===== src/rtl/my8cpu_pkg.sv =====
// Shared opcode encoding for the my_cpu_core accumulator/register CPU.
package my8cpu_pkg;

  // Opcode byte width; the instruction word is {opcode, imm}.
  localparam int unsigned OPC_W  = 8;
  // Field positions inside the opcode byte.
  localparam int unsigned CLS_LSB = 4;
  localparam int unsigned RD_LSB  = 2;
  localparam int unsigned RS_LSB  = 0;

  typedef enum logic [3:0] {
    OP_MOV  = 4'h0,
    OP_MOVI = 4'h1,
    OP_ADD  = 4'h2,
    OP_ADDI = 4'h3,
    OP_SUB  = 4'h4,
    OP_AND  = 4'h5,
    OP_OR   = 4'h6,
    OP_XOR  = 4'h7,
    OP_IN   = 4'h8,
    OP_OUT  = 4'h9,
    OP_JMP  = 4'hA,
    OP_JC   = 4'hB,
    OP_JZ   = 4'hC,
    OP_JNC  = 4'hD,
    OP_NOP  = 4'hE,
    OP_HALT = 4'hF
  } op_class_e;

  // Decoded opcode byte: class in [7:4], rd in [3:2], rs in [1:0].
  typedef struct packed {
    op_class_e  cls;
    logic [1:0] rd;
    logic [1:0] rs;
  } opcode_t;

  // Split a raw opcode byte into its fields.
  function automatic opcode_t decode_op(input logic [OPC_W-1:0] raw);
    opcode_t d;
    d.cls = op_class_e'(raw[CLS_LSB +: 4]);
    d.rd  = raw[RD_LSB +: 2];
    d.rs  = raw[RS_LSB +: 2];
    return d;
  endfunction

endpackage


===== src/rtl/clock_enable_div.sv =====
// Single-clock enable generator: tick is high for one clock out of every CLK_DIV.
module clock_enable_div #(
  parameter int unsigned CLK_DIV = 10
) (
  input  logic clock,
  input  logic nReset,
  output logic tick
);

  if (CLK_DIV <= 1) begin : g_every
    // Every clock is a step, including the first one after reset release.
    always_ff @(posedge clock or negedge nReset) begin
      if (!nReset) tick <= 1'b1;
      else         tick <= 1'b1;
    end
  end else begin : g_count
    localparam int unsigned CNT_W = $clog2(CLK_DIV);
    logic [CNT_W-1:0] count;

    // Count clocks since reset; tick is registered one count ahead so it lands on the CLK_DIV-th clock.
    always_ff @(posedge clock or negedge nReset) begin
      if (!nReset) begin
        count <= '0;
        tick  <= 1'b0;
      end else begin
        count <= (count == CNT_W'(CLK_DIV - 1)) ? '0 : count + CNT_W'(1);
        tick  <= (count == CNT_W'(CLK_DIV - 2));
      end
    end
  end

endmodule


===== src/rtl/my_cpu_core.sv =====
// Parametrised single-issue register CPU with external combinational ROM and valid/ready I/O ports.
module my_cpu_core
  import my8cpu_pkg::*;
#(
  parameter int unsigned DATA_W  = 8,
  parameter int unsigned ADDR_W  = 8,
  parameter int unsigned CLK_DIV = 10
) (
  input  logic                    clock,
  input  logic                    nReset,
  output logic [ADDR_W-1:0]       rom_addr,
  input  logic [OPC_W+DATA_W-1:0] rom_data,
  input  logic [DATA_W-1:0]       in_data,
  input  logic                    in_valid,
  output logic                    in_ready,
  output logic [DATA_W-1:0]       out_data,
  output logic                    out_valid,
  input  logic                    out_ready,
  output logic                    halted
);

  logic              tick;
  opcode_t           op;
  logic [DATA_W-1:0] imm;

  logic [DATA_W-1:0] regs_q [4];
  logic [DATA_W-1:0] regs_d [4];
  logic [ADDR_W-1:0] pc_q, pc_d;
  logic              c_q, c_d, z_q, z_d;
  logic [DATA_W-1:0] out_data_d;
  logic              out_valid_d, halted_d;

  logic              exec_c;
  logic [DATA_W-1:0] src_c, dst_c, opnd_c, res_c;
  logic [DATA_W:0]   sum_c;
  logic              adv_c, jump_c;

  clock_enable_div #(.CLK_DIV(CLK_DIV)) u_div (
    .clock  (clock),
    .nReset (nReset),
    .tick   (tick)
  );

  assign op       = decode_op(rom_data[OPC_W+DATA_W-1:DATA_W]);
  assign imm      = rom_data[DATA_W-1:0];
  assign rom_addr = pc_q;

  // An instruction step happens only on a tick while not halted.
  assign exec_c   = tick & ~halted;
  assign in_ready = exec_c & (op.cls == OP_IN);

  // Sources are read from the current register file, so rd==rs sees the old value.
  assign src_c  = regs_q[op.rs];
  assign dst_c  = regs_q[op.rd];
  assign opnd_c = (op.cls == OP_ADDI) ? imm : src_c;

  // One (DATA_W+1)-bit adder/subtractor; the top bit is carry or borrow.
  always_comb begin
    sum_c = '0;
    if (op.cls == OP_SUB) sum_c = {1'b0, dst_c} - {1'b0, src_c};
    else                  sum_c = {1'b0, dst_c} + {1'b0, opnd_c};
  end

  // Next architectural state; stalled IN/OUT leave PC, registers and flags untouched.
  always_comb begin
    regs_d      = regs_q;
    pc_d        = pc_q;
    c_d         = c_q;
    z_d         = z_q;
    out_data_d  = out_data;
    out_valid_d = out_valid & ~out_ready;
    halted_d    = halted;
    res_c       = '0;
    adv_c       = 1'b0;
    jump_c      = 1'b0;

    if (exec_c) begin
      adv_c = 1'b1;
      case (op.cls)
        OP_MOV:  regs_d[op.rd] = src_c;
        OP_MOVI: regs_d[op.rd] = imm;
        OP_ADD, OP_ADDI, OP_SUB: begin
          regs_d[op.rd] = sum_c[DATA_W-1:0];
          c_d           = sum_c[DATA_W];
          z_d           = (sum_c[DATA_W-1:0] == '0);
        end
        OP_AND, OP_OR, OP_XOR: begin
          if (op.cls == OP_AND)     res_c = dst_c & src_c;
          else if (op.cls == OP_OR) res_c = dst_c | src_c;
          else                      res_c = dst_c ^ src_c;
          regs_d[op.rd] = res_c;
          c_d           = 1'b0;
          z_d           = (res_c == '0);
        end
        OP_IN: begin
          if (in_valid) regs_d[op.rd] = in_data;
          else          adv_c = 1'b0;
        end
        OP_OUT: begin
          if (!out_valid || out_ready) begin
            out_data_d  = src_c;
            out_valid_d = 1'b1;
          end else begin
            adv_c = 1'b0;
          end
        end
        OP_JMP: jump_c = 1'b1;
        OP_JC:  jump_c = c_q;
        OP_JZ:  jump_c = z_q;
        OP_JNC: jump_c = ~c_q;
        // HALT freezes the PC on the HALT instruction itself.
        OP_HALT: begin
          halted_d = 1'b1;
          adv_c    = 1'b0;
        end
        default: ;
      endcase

      if (jump_c)     pc_d = imm[ADDR_W-1:0];
      else if (adv_c) pc_d = pc_q + ADDR_W'(1);
    end
  end

  // Architectural state registers.
  always_ff @(posedge clock or negedge nReset) begin
    if (!nReset) begin
      for (int i = 0; i < 4; i++) regs_q[i] <= '0;
      pc_q      <= '0;
      c_q       <= 1'b0;
      z_q       <= 1'b0;
      out_data  <= '0;
      out_valid <= 1'b0;
      halted    <= 1'b0;
    end else begin
      for (int i = 0; i < 4; i++) regs_q[i] <= regs_d[i];
      pc_q      <= pc_d;
      c_q       <= c_d;
      z_q       <= z_d;
      out_data  <= out_data_d;
      out_valid <= out_valid_d;
      halted    <= halted_d;
    end
  end

endmodule


===== config.mk =====
export PLATFORM = sky130hd
export DESIGN_NAME = my_cpu_core
export DESIGN_NICKNAME = d
export VERILOG_FILES = /design/src/rtl/my8cpu_pkg.sv /design/src/rtl/clock_enable_div.sv /design/src/rtl/my_cpu_core.sv
export SDC_FILE = /design/constraint.sdc
export NUM_CORES = 1
export LEC_CHECK = 0
export BUFFER_PORTS_ARGS = -buffer_cell sky130_fd_sc_hd__buf_2
export CAP_MARGIN = 25
export CORE_MARGIN = 5
export CORE_UTILIZATION = 50
export CTS_CLUSTER_DIAMETER = 30
export DETAILED_ROUTE_END_ITERATION = 12
export PLACE_DENSITY = 0.65
export SLEW_MARGIN = 20
export SYNTH_ARGS = -nofsm -noshare
export SYNTH_HDL_FRONTEND = slang
export SYNTH_SLANG_ARGS = --single-unit

===== constraint.sdc =====
create_clock -name clock -period 10.6 [get_ports clock]
set_clock_uncertainty 0.05 [all_clocks]
set_input_delay 0 -clock clock [delete_from_list [all_inputs] [get_ports clock]]
set_output_delay 0 -clock clock [all_outputs]
set_load 0.01 [all_outputs]

==> results of run 1 <==
logic make-up (layout without fill, tap and decap cells):
logic type	after synthesis	count (layout)	share of synthesized area (%)
compound gates	167	167	23.3
fa+ha+maj	27	27	7.61
simple gates	183	183	18.8
mux	32	32	11.8
buf+inv	50	94	4.90
xor+xnor	11	11	2.12
flops	57	57	31.4
routing by layer:
metal	global-route usage (%)	share of wire, %	wire [um]	vias to the layer above
met5	0	0	0	-
met4	6.65	1.5	206	0
met3	4.16	6.6	875	22
met2	39.1	47	6240	178
met1	34.3	45	5980	2033
li1	-	-	-	2026
how the worst max path moves through the flow:
stage                     end         start  slack [ns]
floorplan                 z_q     flip-flop        7.19
global placement    flip-flop  rom_data[12]        6.72
detailed placement        z_q  rom_data[12]        6.60
CTS                       z_q     flip-flop        6.75
global route              z_q  rom_data[12]        6.39
finish              flip-flop     flip-flop        6.73
where the power goes:
group | switching (mW) | leakage (nW) | internal, mW
sequential | 0.0274 | 0.746 | 0.247
clock | 0.0912 | 0.111 | 0.146
combinational | 0.214 | 1.36 | 0.149
total | 0.332 | 2.22 | 0.541
synthesized netlist by cell type (3+ instances only):
master,number,area share (%)
a21oi_1,37,4.1
a22oi_1,12,2.0
a31oi_1,5,0.69
buf_2,4,0.44
buf_6,4,0.99
clkbuf_1,15,1.2
dfrtp_1,57,31
ha_1,26,7.2
inv_1,24,2.0
mux2_2,8,2.0
mux2i_1,8,1.8
mux4_2,14,6.9
nand2_1,69,5.7
nand2b_1,11,1.5
nand3_1,11,1.2
nand4_1,3,0.41
nor2_1,43,3.6
nor2b_1,9,1.2
nor3_1,20,2.2
nor4_1,4,0.55
o21a_1,3,0.50
o21ai_0,53,5.8
o221ai_1,4,0.77
o22ai_1,11,1.5
o311ai_0,3,0.58
o31ai_1,14,2.3
or2_2,3,0.41
xnor2_1,7,1.4
xor2_1,4,0.77
worst min-delay path: stages:
cell and delay (ns):
buf_2 0.14, o21ai_0 0.16, a21oi_1 0.06
per-stage QoR:
| step | cell area [um^2] | utilization, % | setup slack, ns | cells | hold WS, ns |
|---|---|---|---|---|---|
| floorplan | 4540 | - | 7.19 | 527 | -0.346 |
| global placement | 4780 | 54.3 | 6.72 | 657 | 0.145 |
| detailed placement | 4790 | 54.4 | 6.60 | 658 | 0.161 |
| CTS | 5060 | 57.5 | 6.75 | 679 | 0.000924 |
| global route | 5060 | 57.5 | 6.39 | 679 | 0.00408 |
| finish | 5060 | 57.5 | 6.73 | 679 | 0.00432 |
area by class of cell:
type,instances,share of cell area [%]
Sequential cell,57,28.2
Timing Repair Buffer,53,5.83
Clock inverter,2,1.19
Multi-Input combinational cell,420,57.1
Inverter,25,1.85
Tap cell,108,2.67
Clock buffer,14,3.21
==> results.json, run 1 <==
{
  "critical_path.top_delay_family": "compound AO/OA/AOI/OAI gates",
  "multi_input_area_um2": 2890,
  "nFillCells": 805,
  "clkTransAtPathRegs_ns": 0.08,
  "avgSynthCellArea_um2": 8.62,
  "hold_violations": 0,
  "ant_nets": 0,
  "syn-cell-area_um2": 4540,
  "fin_setup_tns_ns": 0,
  "mostFrequentLayoutCells": "nand2_1 (69), dfrtp_1 (57), o21ai_0 (53)",
  "crit_cells": 13,
  "critPathArrivalTime_ns": 4.02,
  "hold_class": "in -> reg",
  "slew_viol_final": 0,
  "cts_buffers": 9,
  "cts_root_buf": "clkbuf_8",
  "p_leak_nw": 2.22,
  "nets": 621,
  "critPathRequiredTime_ns": 10.75,
  "ir_worst_vdd_v": 0.0000769,
  "viasPerCell": 6.27,
  "synthDistinctLibCells": 58,
  "vias": 4259,
  "ys_warn_count": 0,
  "startpoint_type": "flip-flop",
  "async_flop_share_pct": 100,
  "dpl.hpwl_mm": 9.88,
  "fmax_mhz": 258,
  "die_area_um2": 11100,
  "crit_buf_inv": 2,
  "end_kind": "flip-flop",
  "drc": 0,
  "drtPass1Iterations": 5,
  "row_count": 34,
  "fin_crit_sh_pct": 36.5,
  "wirelength_mm": 13.3,
  "crit_chain": "mux4_2 -> inv_1 -> o21ai_0 -> inv_1 -> ha_1 -> o21a_1 -> a2111oi_0 -> a211o_1 -> ha_1 -> a21boi_0 -> nor2_1 -> a221oi_1 -> o21ai_0",
  "htreeDepth": 3,
  "post_drt_wl_per_cell_um": 19.6,
  "core_um2": 8810,
  "relSlewSlack_pct": 35.4,
  "overflow": 0,
  "start_util_pct": 51.6,
  "status": "finished clean",
  "hp-start": "rom_data[2]",
  "cts_tree": "yes",
  "grtUsageTotal_pct": 24.4,
  "layout_commonest_cell": "nand2_1",
  "hold_depth": 3,
  "clockBufferDepth": 2,
  "die_w_um": 105,
  "drtIter0Drc": 387,
  "ys_seq_area_share_pct": 31.4,
  "gp_congestion": 1.00,
  "period_needed_ns": 3.87,
  "setup_violations": 0,
  "ff_latch_area_um2": 1430,
  "postSynthCellCount": 527,
  "min_to": "rom_addr[2]",
  "die_h_um": 105,
  "grt_pass1_vias": 4055,
  "power_density_nw_per_um2": 172,
  "ys.flop_type": "dfrtp_1",
  "r2r_cells": 13,
  "syn_to_final_growth_pct": 11.5,
  "grt_setup_unrepaired": "false",
  "synth_nets": 582,
  "cts-resized-gates": 0,
  "clk_latency_ns": 0.35,
  "cts_hold_buf": 5,
  "grt_first_pass_wirelength_mm": 21.5,
  "postCtsSetupBuffers": 0,
  "max_stage_delay_ns": 0.58,
  "worst_slew_pin_slew_ns": 0.957,
  "boundaryPins": 47,
  "worstPathMaxFanout": 5,
  "max_cap_violations": 0,
  "drive_gt1_share_pct": 16.1,
  "antenna_found_initial": 0,
  "critPathSlowestCell": "a221oi_1",
  "synth_seq_cells": 57,
  "synth_edf_count": 0,
  "n_antenna_cell": 0,
  "cts_num_sinks": 57,
  "reg2reg_slack_ns": 6.73,
  "grt_max_degree": 58,
  "power_mw": 0.873,
  "portBuffers": 46,
  "crit_type": "reg -> reg"
}
Power figures use the tool's default switching activity.
==> inputs of run 2 (changes only) <==
- clock period: 10.6 -> 3.78 ns (I/O delays scaled with it)
==> run 2 against run 1 <==
Effect of this change: global-route usage decreased by 0.37 points; maximum frequency is 7.4% higher; critical path depth down 1; sequential share of layout area down 1.3 points; worst setup slack got worse by 6.6 ns; first-iteration DRC count fell by 20%; critical path type unchanged; utilization grew 2.8 points; total power grew to 3.0 times the previous value; wire length decreased by 1.5%; combinational power grew to 3.0 times the previous value.
==> results.json, run 2 (synthesized netlist as in run 1, its figures left out) <==
{
  "status": "finished clean",
  "grt_max_degree": 58,
  "max_cap_violations": 0,
  "n_antenna_cell": 0,
  "p_leak_nw": 2.33,
  "busiest_layer": "met2",
  "ant_nets": 0,
  "wirelength_mm": 13.1,
  "grt_pass1_vias": 4072,
  "setup_violations": 0,
  "power_density_nw_per_um2": 487,
  "die_h_um": 105,
  "startpoint_type": "flip-flop",
  "dpl.hpwl_mm": 9.77,
  "die_w_um": 105,
  "critPathSlowestCell": "mux4_2",
  "grt_first_pass_wirelength_mm": 21.2,
  "slew_viol_final": 0,
  "cts_tree": "yes",
  "nFillCells": 788,
  "crit_type": "reg -> reg",
  "critPathRequiredTime_ns": 3.99,
  "portBuffers": 46,
  "fin_crit_sh_pct": 95.3,
  "grtUsageMet2_pct": 39.4,
  "antenna_found_initial": 0,
  "critPathArrivalTime_ns": 3.82,
  "max_stage_delay_ns": 0.59,
  "boundaryPins": 47,
  "vias": 4301,
  "drive_gt1_share_pct": 20.8,
  "drtIter0Drc": 308,
  "hold_violations": 0,
  "clk_latency_ns": 0.35,
  "overflow": 0,
  "clockBufferDepth": 2,
  "hold_class": "in -> reg",
  "htreeDepth": 3,
  "row_count": 34,
  "crit_buf_inv": 0,
  "place_ws_ns": 0.0372,
  "fmax_mhz": 277,
  "viasPerCell": 6.14,
  "period_needed_ns": 3.60,
  "core_um2": 8810,
  "start_util_pct": 51.6,
  "end_kind": "flip-flop",
  "layout_commonest_cell": "nand2_1",
  "cts_buffers": 9,
  "mostFrequentLayoutCells": "nand2_1 (69), dfrtp_1 (57), o21ai_0 (49)",
  "use_met3_pct": 4.58,
  "grt_util_met1_pct": 32.7,
  "ir_worst_vdd_v": 0.000216,
  "worstPathMaxFanout": 5,
  "drtPass1Iterations": 5,
  "clkTransAtPathRegs_ns": 0.08,
  "critical_path.top_delay_family": "simple AND/OR/NAND/NOR gates",
  "grtUsageTotal_pct": 24.1,
  "worst_slew_pin_slew_ns": 0.924,
  "drc": 0,
  "cts_num_sinks": 57,
  "cts_root_buf": "clkbuf_8",
  "power_mw": 2.58,
  "gp_congestion": 0.941,
  "syn_to_final_growth_pct": 16.9,
  "post_drt_wl_per_cell_um": 18.7,
  "crit_chain": "mux4_2 -> nor4_4 -> a21oi_2 -> nor2_2 -> mux2i_1 -> o221ai_1 -> ha_1 -> and2_1 -> a311oi_2 -> xnor2_1 -> or4_1 -> o31ai_1",
  "die_area_um2": 11100,
  "setup_ws_ns": 0.176,
  "relSlewSlack_pct": 38.2,
  "nets": 642
}
==> run 2: cell count changes in the layout (fill, tap and decap cells not counted), sizes merged <==
cell	change
buf	+18
dlygate4sd3	+3
clkinv	+2
clkinvlp	+2
clkbuf	-5
bufinv	+1
==> run 2: metal layers <==
metal	up-vias	share of wire [%]
met5	-	0
met4	0	1.5
met3	21	6.7
met2	164	48
met1	2049	44
li1	2067	-
==> run 2: repair_timing <==
item                                    4_1_cts  5_1_grt
endpoints found under the hold margin        62        0
setup buffers                                 0        3
resized for setup                             0       16
endpoints found under the setup margin        0       18
hold buffers                                  8        0
==> run 2: worst reg2reg max path, cell delays in order, from the launching register on <==
cell and delay, ns:
dfrtp_1 0.40, mux4_2 0.59, nor4_4 0.33, a21oi_2 0.12, nor2_2 0.16, mux2i_1 0.20, o221ai_1 0.13, ha_1 0.35
and2_1 0.18, a311oi_2 0.28, xnor2_1 0.12, or4_1 0.40, o31ai_1 0.19
==> run 2: where the power goes <==
group | total, mW | internal [mW] | switching [mW]
Clock | 0.719 | 0.438 | 0.281
Sequential | 0.768 | 0.692 | 0.0766
Combinational | 1.10 | 0.473 | 0.624
==> run 2: stage by stage <==
| step | hold WS (ns) | utilization [%] | std cells | setup TNS [ns] | instance area, um^2 |
|---|---|---|---|---|---|
| after floorplan | -0.346 | - | 527 | 0 | 4540 |
| after global placement | 0.142 | 55.6 | 672 | 0 | 4900 |
| after detailed placement | 0.149 | 55.7 | 673 | 0 | 4900 |
| after CTS | 0.00448 | 59.4 | 697 | 0 | 5230 |
| after global routing | 0.0328 | 60.3 | 700 | -0.140 | 5310 |
| final | 0.00309 | 60.3 | 700 | 0 | 5310 |
==> run 2: path summary, 6_finish.rpt <==
kind / from / cells past startpoint / end / slack, ns
max in group asynchronous: nReset / 3 / asynchronous set/reset pin / 2.86
worst min register to register: u_div.g_count.count[2] / 1 / u_div.g_count.count[2] / 0.45
worst min-delay path: rom_data[2] / 3 / rom_addr[2] / 0.003
worst max register to register: flip-flop / 12 / z_q / 0.18
worst max-delay path: flip-flop / 12 / z_q / 0.18
min in group asynchronous: nReset / 3 / rom_addr[2] / 0.26
==> run 2: final cells by class <==
cell class / instances / area, um^2 / share of cell area [%]
Sequential cell: 57 / 1430 / 26.9
Inverter: 25 / 93.8 / 1.77
Clock buffer: 9 / 124 / 2.33
Timing Repair Buffer: 74 / 460 / 8.68
Multi-Input combinational cell: 420 / 2950 / 55.6
Clock inverter: 7 / 119 / 2.24
Tap cell: 108 / 135 / 2.55
